===== src/rtl/mem_arb_pkg.sv =====
// Shared helpers for the memory-port arbiter: one-hot to index conversion.
package mem_arb_pkg;

    localparam int unsigned ARB_MAX_REQ = 32;

    // Valid only for one-hot or all-zero input; all-zero maps to index 0.
    function automatic int unsigned arb_onehot2idx(input logic [ARB_MAX_REQ-1:0] onehot);
        int unsigned idx;
        idx = 0;
        for (int unsigned i = 0; i < ARB_MAX_REQ; i++) begin
            if (onehot[i]) begin
                idx = idx | i;
            end
        end
        return idx;
    endfunction

endpackage


===== src/rtl/mem.sv =====
// Simple dual-port RAM, one write port and one registered read port.
// Same-address read and write in one cycle return the old word.
module mem #(
    parameter  int BITS  = 8,
    parameter  int WORDS = 16,
    localparam int ADDR  = $clog2(WORDS)
) (
    input  logic            clk,
    input  logic            w_enbl,
    input  logic [ADDR-1:0] w_addr,
    input  logic [BITS-1:0] w_data,
    input  logic [ADDR-1:0] r_addr,
    output logic [BITS-1:0] r_data
);

    logic [BITS-1:0] ram [WORDS];
    logic [BITS-1:0] r_data_q;

    // Contents are deliberately never reset so they survive a block reset.
    always_ff @(posedge clk) begin
        if (w_enbl) begin
            ram[w_addr] <= w_data;
        end
        r_data_q <= ram[r_addr];
    end

    assign r_data = r_data_q;

endmodule


===== src/rtl/rr_arbiter.sv =====
// Round-robin arbiter: searches upward from the pointer, wraps mod N,
// and advances the pointer past the winner only when something is granted.
module rr_arbiter
    import mem_arb_pkg::*;
#(
    parameter  int N  = 4,
    localparam int IW = $clog2(N)
) (
    input  logic          clk,
    input  logic          rst_n,
    input  logic [N-1:0]  req,
    output logic [N-1:0]  grant,
    output logic [IW-1:0] grant_idx,
    output logic          any
);

    logic [IW-1:0] ptr_q, ptr_d;

    always_comb begin
        logic [IW:0] j;
        grant = '0;
        any   = 1'b0;
        j     = '0;
        for (int k = 0; k < N; k++) begin
            j = {1'b0, ptr_q} + (IW+1)'(k);
            if (j >= (IW+1)'(N)) begin
                j = j - (IW+1)'(N);
            end
            if (!any && req[j[IW-1:0]]) begin
                grant[j[IW-1:0]] = 1'b1;
                any              = 1'b1;
            end
        end
    end

    assign grant_idx = IW'(arb_onehot2idx(ARB_MAX_REQ'(grant)));

    always_comb begin
        ptr_d = ptr_q;
        if (any) begin
            ptr_d = (grant_idx == IW'(N-1)) ? '0 : grant_idx + 1'b1;
        end
    end

    always_ff @(posedge clk or negedge rst_n) begin
        if (!rst_n) begin
            ptr_q <= '0;
        end else begin
            ptr_q <= ptr_d;
        end
    end

endmodule


===== src/rtl/mem_port_arbiter.sv =====
// Shares one private dual-port RAM among NREQ requesters with independent
// round-robin arbitration of the write and read ports; reads return in one cycle.
module mem_port_arbiter
    import mem_arb_pkg::*;
#(
    parameter  int NREQ  = 4,
    parameter  int BITS  = 8,
    parameter  int WORDS = 16,
    localparam int ADDR  = $clog2(WORDS),
    localparam int IDW   = $clog2(NREQ)
) (
    input  logic                 clk,
    input  logic                 rst_n,
    input  logic [NREQ-1:0]      wr_valid,
    input  logic [NREQ*ADDR-1:0] wr_addr,
    input  logic [NREQ*BITS-1:0] wr_data,
    output logic [NREQ-1:0]      wr_ready,
    input  logic [NREQ-1:0]      rd_valid,
    input  logic [NREQ*ADDR-1:0] rd_addr,
    output logic [NREQ-1:0]      rd_ready,
    output logic                 rsp_valid,
    output logic [IDW-1:0]       rsp_id,
    output logic [BITS-1:0]      rsp_data
);

    logic [ADDR-1:0] wr_addr_a [NREQ];
    logic [BITS-1:0] wr_data_a [NREQ];
    logic [ADDR-1:0] rd_addr_a [NREQ];

    genvar gi;
    generate
        for (gi = 0; gi < NREQ; gi++) begin : g_unpack
            assign wr_addr_a[gi] = wr_addr[gi*ADDR +: ADDR];
            assign wr_data_a[gi] = wr_data[gi*BITS +: BITS];
            assign rd_addr_a[gi] = rd_addr[gi*ADDR +: ADDR];
        end
    endgenerate

    logic [IDW-1:0] wr_idx, rd_idx;
    logic           wr_any, rd_any;

    rr_arbiter #(.N(NREQ)) u_wr_arb (
        .clk       (clk),
        .rst_n     (rst_n),
        .req       (wr_valid),
        .grant     (wr_ready),
        .grant_idx (wr_idx),
        .any       (wr_any)
    );

    rr_arbiter #(.N(NREQ)) u_rd_arb (
        .clk       (clk),
        .rst_n     (rst_n),
        .req       (rd_valid),
        .grant     (rd_ready),
        .grant_idx (rd_idx),
        .any       (rd_any)
    );

    logic            w_enbl;
    logic [ADDR-1:0] w_addr;
    logic [BITS-1:0] w_data;
    logic [ADDR-1:0] r_addr;
    logic [BITS-1:0] r_data;

    always_comb begin
        w_enbl = wr_any;
        w_addr = wr_addr_a[wr_idx];
        w_data = wr_data_a[wr_idx];
        r_addr = rd_addr_a[rd_idx];
    end

    mem #(.BITS(BITS), .WORDS(WORDS)) u_mem (
        .clk    (clk),
        .w_enbl (w_enbl),
        .w_addr (w_addr),
        .w_data (w_data),
        .r_addr (r_addr),
        .r_data (r_data)
    );

    logic           rsp_valid_q, rsp_valid_d;
    logic [IDW-1:0] rsp_id_q, rsp_id_d;

    always_comb begin
        rsp_valid_d = rd_any;
        rsp_id_d    = rd_any ? rd_idx : rsp_id_q;
    end

    always_ff @(posedge clk or negedge rst_n) begin
        if (!rst_n) begin
            rsp_valid_q <= 1'b0;
            rsp_id_q    <= '0;
        end else begin
            rsp_valid_q <= rsp_valid_d;
            rsp_id_q    <= rsp_id_d;
        end
    end

    // The RAM output register is not reset, so gate the data with valid.
    assign rsp_valid = rsp_valid_q;
    assign rsp_id    = rsp_id_q;
    assign rsp_data  = rsp_valid_q ? r_data : '0;

    a_grant_onehot: assert property (@(posedge clk) disable iff (!rst_n)
        $onehot0(wr_ready) && $onehot0(rd_ready));
    a_grant_needs_valid: assert property (@(posedge clk) disable iff (!rst_n)
        ((wr_ready & ~wr_valid) == '0) && ((rd_ready & ~rd_valid) == '0));
    a_rsp_after_grant: assert property (@(posedge clk) disable iff (!rst_n)
        rsp_valid |-> $past(rd_any));

endmodule


===== config.mk =====
export PLATFORM = sky130hd
export DESIGN_NAME = mem_port_arbiter
export DESIGN_NICKNAME = d
export VERILOG_FILES = /design/src/rtl/mem_arb_pkg.sv /design/src/rtl/mem.sv /design/src/rtl/rr_arbiter.sv /design/src/rtl/mem_port_arbiter.sv
export SDC_FILE = /design/constraint.sdc
export NUM_CORES = 1
export LEC_CHECK = 0
export ABC_AREA = 1
export BUFFER_PORTS_ARGS = -buffer_cell sky130_fd_sc_hd__buf_2
export CAP_MARGIN = 30
export CORE_ASPECT_RATIO = 0.6
export CORE_MARGIN = 2
export CORE_UTILIZATION = 60
export DETAILED_ROUTE_END_ITERATION = 8
export GPL_ROUTABILITY_DRIVEN = 0
export HOLD_SLACK_MARGIN = 0.08
export PLACE_DENSITY = 0.82
export RECOVER_POWER = 25
export SKIP_CTS_REPAIR_TIMING = 1
export SYNTH_ARGS = -nofsm -noshare
export SYNTH_HDL_FRONTEND = slang
export SYNTH_SLANG_ARGS = --single-unit

===== constraint.sdc =====
create_clock -name clk -period 5.1 [get_ports clk]
set_input_delay 0.51 -clock clk [delete_from_list [all_inputs] [get_ports clk]]
set_output_delay 0.51 -clock clk [all_outputs]
set_load 0.01 [all_outputs]

* Word level (Yosys, flattened, before mapping)
Memory sizes are Yosys's and may differ from the RTL's. A register that Yosys moved wholly into a read port is not among the register bits.
Index checks and enable logic that the tools add are counted.
** Word-level totals
- Memory bits (read-only) :: 0
- Register bits :: 7
- Bits in writable memories :: 128
- Memories kept :: 1
- Output and inout port bits :: 19
- Bits in latches :: 0
- Bits of input ports :: 74
- Logic and storage cells :: 153
** Cells by class
- Add/subtract/negate cells :: 16
- Reductions and logical operators :: 20
- Order comparisons :: 26
- Equality and inequality tests :: 2
- Divide/modulo/power cells :: 0
- Muxes and demuxes :: 76
- Bitwise operators :: 8
- $mul :: 0
- Shift-type cells :: 0
** Memories
- u_mem.ram :: words 16, bits a word 8, rd ports 1, clocked after Yosys merged registers in 1, wr ports 1, line mem.sv:16 : logic [BITS-1:0] ram [WORDS];
** Operators by type and width (number)
- $mux 4 :: 12
- $mux 1 :: 28
- $mux 2 :: 14
- $ge 3x3->1 const B :: 8
- $lt 2x3->1 const B :: 8
- $mux 8 :: 3
- $or 4x4->4 :: 6
- $bmux 1 s2 :: 8
- $bmux 4 s2 :: 2
- $bmux 8 s2 :: 1
- $demux 1 s2 :: 8
- $ge 2x1->1 const B :: 8
- $sub 2x1->2 const B :: 8
- $logic_and 1x1->1 :: 14
- $add 2x2->3 const B :: 4
- $add 2x1->3 const B :: 2
- $ge 2x3->1 const B :: 2
- $logic_not 1->1 :: 6
- $not 2->3 :: 2
- $add 2x1->2 const B :: 2
- $eq 2x2->1 const B :: 2

* Logic depth before layout (Yosys ltp)
- Word-level depth :: 21
- Gate-level depth with buffers :: 22
- Mapped depth without buffers :: 20

* Cells and area by module
From an unflattened synthesis, not the netlist that was laid out.
** Second synthesis, totals
- Cell total of the unflattened synthesis :: 955
- Area, all modules :: 8000.2 µm²
** By module, submodules not included
- mem :: cells each 551, area an instance 5766.8 µm², times used 1, seq. area each 4003.8 µm²
- mem_port_arbiter :: cells each 212, area an instance 967.2 µm², times used 1, seq. area each 75.1 µm²
- rr_arbiter (u_rd_arb) :: cells each 96, area an instance 635.6 µm², times used 1, seq. area each 50.0 µm²
- rr_arbiter (u_wr_arb) :: cells each 96, area an instance 630.6 µm², times used 1, seq. area each 50.0 µm²

* Worst setup path after synthesis
Ideal clock, no wire load.
- Path type :: register to register
- Start point :: register u_wr_arb.ptr_q[0]
- End point :: memory u_mem.ram[0][5] (data pin)
- Library setup time :: 0.294 ns
- Required time :: 4.806 ns
- Setup slack :: 2.035 ns
- Cell stages (with the launch flop) :: 16
- Period minus slack after synthesis :: 3.065 ns
- Arrival :: 2.771 ns
- Buffers on the path :: 2
- Cells stage by stage :: dfrtp_1 -> inv_2 -> ha_1 -> o21ai_1 -> inv_1 -> nand3_1 -> inv_1 -> nand2_1 -> nand3_1 -> a21oi_1 -> nand2_1 -> inv_1 -> buf_2 -> clkbuf_1 -> o21ai_0 -> o22ai_1
** Between the ends
- Word-level cells in the longest chain between the ends :: 21
- Elaborated cells between the ends (all ways) :: 66
- Those cells by class :: add/sub (7); order compare (12); mux (33); bitwise (4); reduce/logical (10)
** RTL lines
- from (decl) :: line rr_arbiter.sv:17 : logic [IW-1:0] ptr_q, ptr_d;
- from (signal assigned) :: line rr_arbiter.sv:49 : ptr_q <= ptr_d;
- branches (longest 13 deep; another with $add 2x1->3)
- $mux 4 (*) :: line rr_arbiter.sv:29 : if (!any && req[j[IW-1:0]]) begin
- $mux 1 :: line mem_arb_pkg.sv:11 : if (onehot[i]) begin
- $mux 2 :: line mem_arb_pkg.sv:11
- $mux 2 (*) :: line mem_arb_pkg.sv:11
- $not 2->3 (not written as such) (*) :: line mem_port_arbiter.sv:69 : w_data = wr_data_a[wr_idx];
- $bmux 8 s2 (*) :: line mem_port_arbiter.sv:69
- $mux 8 (not written as such) (*) (2 in a row) :: line mem_port_arbiter.sv:69
- net u_mem.w_data[5] :: line mem.sv:11 : input logic [BITS-1:0] w_data,
- to (decl) :: line mem.sv:16
Mark *: on every way through the listed nets, which the timed path passes. The select of a mux whose other input is x is not followed.

* Worst setup path in the final report
- Start point :: register u_rd_arb.ptr_q[0]
- End point :: register u_mem.r_data_q[6] (netlist: u_mem.r_data[6]) (read register of u_mem.ram)
** Between the ends
- Word-level cells in the longest chain between the ends :: 21
- Elaborated cells between the ends (all ways) :: 66
- Those cells by class :: add/sub (7); order compare (12); mux (33); bitwise (4); reduce/logical (10)
** RTL lines
- from (decl) :: line rr_arbiter.sv:17
- from (signal assigned) :: line rr_arbiter.sv:49
- branches (longest 13 deep; another with $add 2x1->3)
- $mux 4 (*) :: line rr_arbiter.sv:29
- $mux 1 :: line mem_arb_pkg.sv:11
- $mux 2 :: line mem_arb_pkg.sv:11
- $mux 2 (*) :: line mem_arb_pkg.sv:11
- $not 2->3 (not written as such) (*) :: line mem_port_arbiter.sv:70 : r_addr = rd_addr_a[rd_idx];
- $bmux 4 s2 (*) :: line mem_port_arbiter.sv:70
- $mux 4 (not written as such) (*) (2 in a row) :: line mem_port_arbiter.sv:70
- to (decl) :: line mem.sv:17 : logic [BITS-1:0] r_data_q;
Every way passes the cells marked *. The select of a mux whose other input is x is not followed.
A chain may end at the register's enable or synchronous reset.

==> results.ini <==
[outcome]
outcome=complete, no violations

[logic_synthesis]
seq_area_frac_synth=0.553
synth_top_cell_by_area=edfxtp_1
syn_area_um2=7560
synthesis.nets=945
synthTopCellsByArea=edfxtp_1 (51%), nand2_1 (11%), nand3_1 (10%)
async_flop_share=0.0490
synth_top_cell_area_share=0.509
yosysWarnings=0
synth.distinct_cells=33
ys_ff_latch=143
synth_enable_flop_cells=128
yosys_most_used_dff=edfxtp_1
synth.avg_cell_area_um2=8.82
netlist_instances=857

[grt]
gr-total-overflow=0
track_usage=0.305
grt_pass1_vias=5933
grt_pass1_wl_um=31000
antenna_found_initial=0
grt_start_max_net_pins=65

[detailed_routing]
vias=6328
wl_met1_um=8420
drtIter0Drc=914
routed_wl_um=19700
met2WireLength_um=8650
routed.top_layer=met4
drt_first_pass_iters=6
ant_nets=0
wl_met3_um=2440
via_per_inst=5.61
wl_per_cell_um=17.5
drc=0

[sta]
setup_violations=0
fin_ws_ns=0.771
final_hold_viol_count=0
drv_slew=0
clock.fmax_ghz=0.231
max_slew_margin=0.389
fin_tns_setup_ns=0
rsz0062_at_grt=no
min_period_over_period=0.849
fin_skew_ns=0.00729
final.min_clock_period_ns=4.33
max_slew.worst_pin.slew_ns=0.917

[critical_path]
startpoint_type=flop
arrival_ns=4.64
end_kind=flop
max_stage_delay_ns=0.58
worstPathRequired_ns=5.41
crit_fanout=33
cp_slowest_cell=nand2_2
path_class=reg -> reg
cp_common_cell=nand3_1
cp_cell_sequence=inv_1, ha_1, inv_1, nand3_1, nand2_1, nand2_2, nor2_4, a21oi_1, nand2_1, nor2_1, nand3_1, nand2_2, inv_2, nand3_1, nand3_1, nand3_1, nand2_1

[clock_tree]
insertion_delay_ns=0.42
cts_tree=yes
clockRootBuffer=clkbuf_16
h-tree-depth=4
cts_buffers=17
clock_sinks=143
clk_pin_slew_ns=0.06
cts_buffer_depth=2

[floorplanning]
core_region_area_um2=12200
top_level_ports=93
dieArea_um2=13500
die_y_um=90.9
rows=31
die_x_um=149
initial_utilization=0.621

[layout]
final_nets=1038
drive_above_1_share=0.144
n_fill_cell=920
multi_input_area_um2=2550
areaGrowthSynthToFinish_pct=14.6
seqCellArea_um2=4180
antenna_cells=0
final_util=0.711

[placement]
io_buffers=92
place_ws_ns=1.14
hpwlAfterDp_um=13200

[run]
maxCapViolCount=0

[hold_path]
min_path_type=reg -> reg

## routing by layer
metal	GRT usage	up-vias
met5	0	-
met4	0.0571	0
met3	0.0844	23
met2	0.462	404
met1	0.447	2932
li1	-	2969
## cells by family (layout without fill, tap and decap cells)
group	after synthesis	count (layout)	synth area share
compound gates	47	47	0.0368
fa+ha+maj	14	14	0.0232
buf+inv	195	301	0.108
flops	143	143	0.553
simple gates	458	458	0.279
## final timing paths
check,startpoint,end,slack (ns),depth (start not counted)
worst max-delay path,u_rd_arb.ptr_q[0]$_DFFE_PN0P_,u_mem.r_data[6]$_DFF_P_,0.77,17
worst min-delay path,rsp_id[0]$_DFFE_PN0P_,rsp_id[0]$_DFFE_PN0P_,0.48,2
worst max register to register,u_rd_arb.ptr_q[0]$_DFFE_PN0P_,u_mem.r_data[6]$_DFF_P_,0.77,17
worst min register to register,rsp_id[0]$_DFFE_PN0P_,rsp_id[0]$_DFFE_PN0P_,0.48,2
max in group asynchronous,rst_n,rsp_id[0]$_DFFE_PN0P_,4.30,2
min in group asynchronous,rst_n,rsp_valid$_DFF_PN0_,0.52,2
## sequential cells by signal, summed over array words and instances, names as in the netlist
name	count
rsp_id	2
u_mem.ram	128
u_rd_arb.ptr_q	2
u_wr_arb.ptr_q	2
u_mem.r_data	8
rsp_valid	1
## synthesized netlist by cell type, types with 5 or more instances
| cell | count |
|---|---|
| nand2_1 | 216 |
| nand3_1 | 153 |
| inv_1 | 151 |
| edfxtp_1 | 128 |
| nor2_1 | 43 |
| nand3b_1 | 26 |
| o21ai_0 | 22 |
| buf_2 | 18 |
| ha_1 | 14 |
| inv_2 | 9 |
| dfxtp_1 | 8 |
| o22ai_1 | 8 |
| buf_6 | 7 |
| dfrtp_1 | 7 |
| o21ai_1 | 5 |
## cell usage in the layout, fill, tap and decap left out, types with 2 or more instances in the layout
master,count
clkinv_1,3
nor2_4,3
ha_1,14
o22ai_1,8
nand3b_1,26
nand3_2,4
nand2_4,2
nand3_1,153
clkbuf_1,20
a21oi_1,4
o211ai_1,4
o21ai_0,23
edfxtp_1,128
o21ai_1,4
dfxtp_1,8
nand2_2,3
inv_6,5
buf_2,75
dfrtp_1,7
buf_4,10
inv_1,155
clkinvlp_4,3
clkbuf_16,17
inv_8,3
nand2_1,217
nor2_1,45
inv_2,5
## cell type report
type                       count  area share
timing repair buffer         106      0.0618
clock inverter                14      0.0166
clock buffer                  18      0.0507
tap                          165      0.0238
multi-input combinational    519       0.294
inverter                     163      0.0706
sequential                   143       0.482
## critical path, delay by kind of cell, from the launching register on
| family | cells | cell delay [ns] |
|---|---|---|
| buf+inv | 3 | 0.80 |
| simple gates | 12 | 2.32 |
| compound gates | 1 | 0.16 |
| flops | 1 | 0.52 |
| fa+ha+maj | 1 | 0.40 |
## through the flow
step                cells  hold slack [ns]  cell area (um2)
floorplan             857            0.214             7560
finish               1128            0.479             8660
CTS                  1127          -0.0871             8700
global route         1128            0.521             8660
global placement     1095            0.355             8120
detailed placement   1095            0.356             8120
Power is left out: the tool's default activity adds up to more than one toggle a clock period on the data nets, which glitch-free logic cannot reach.
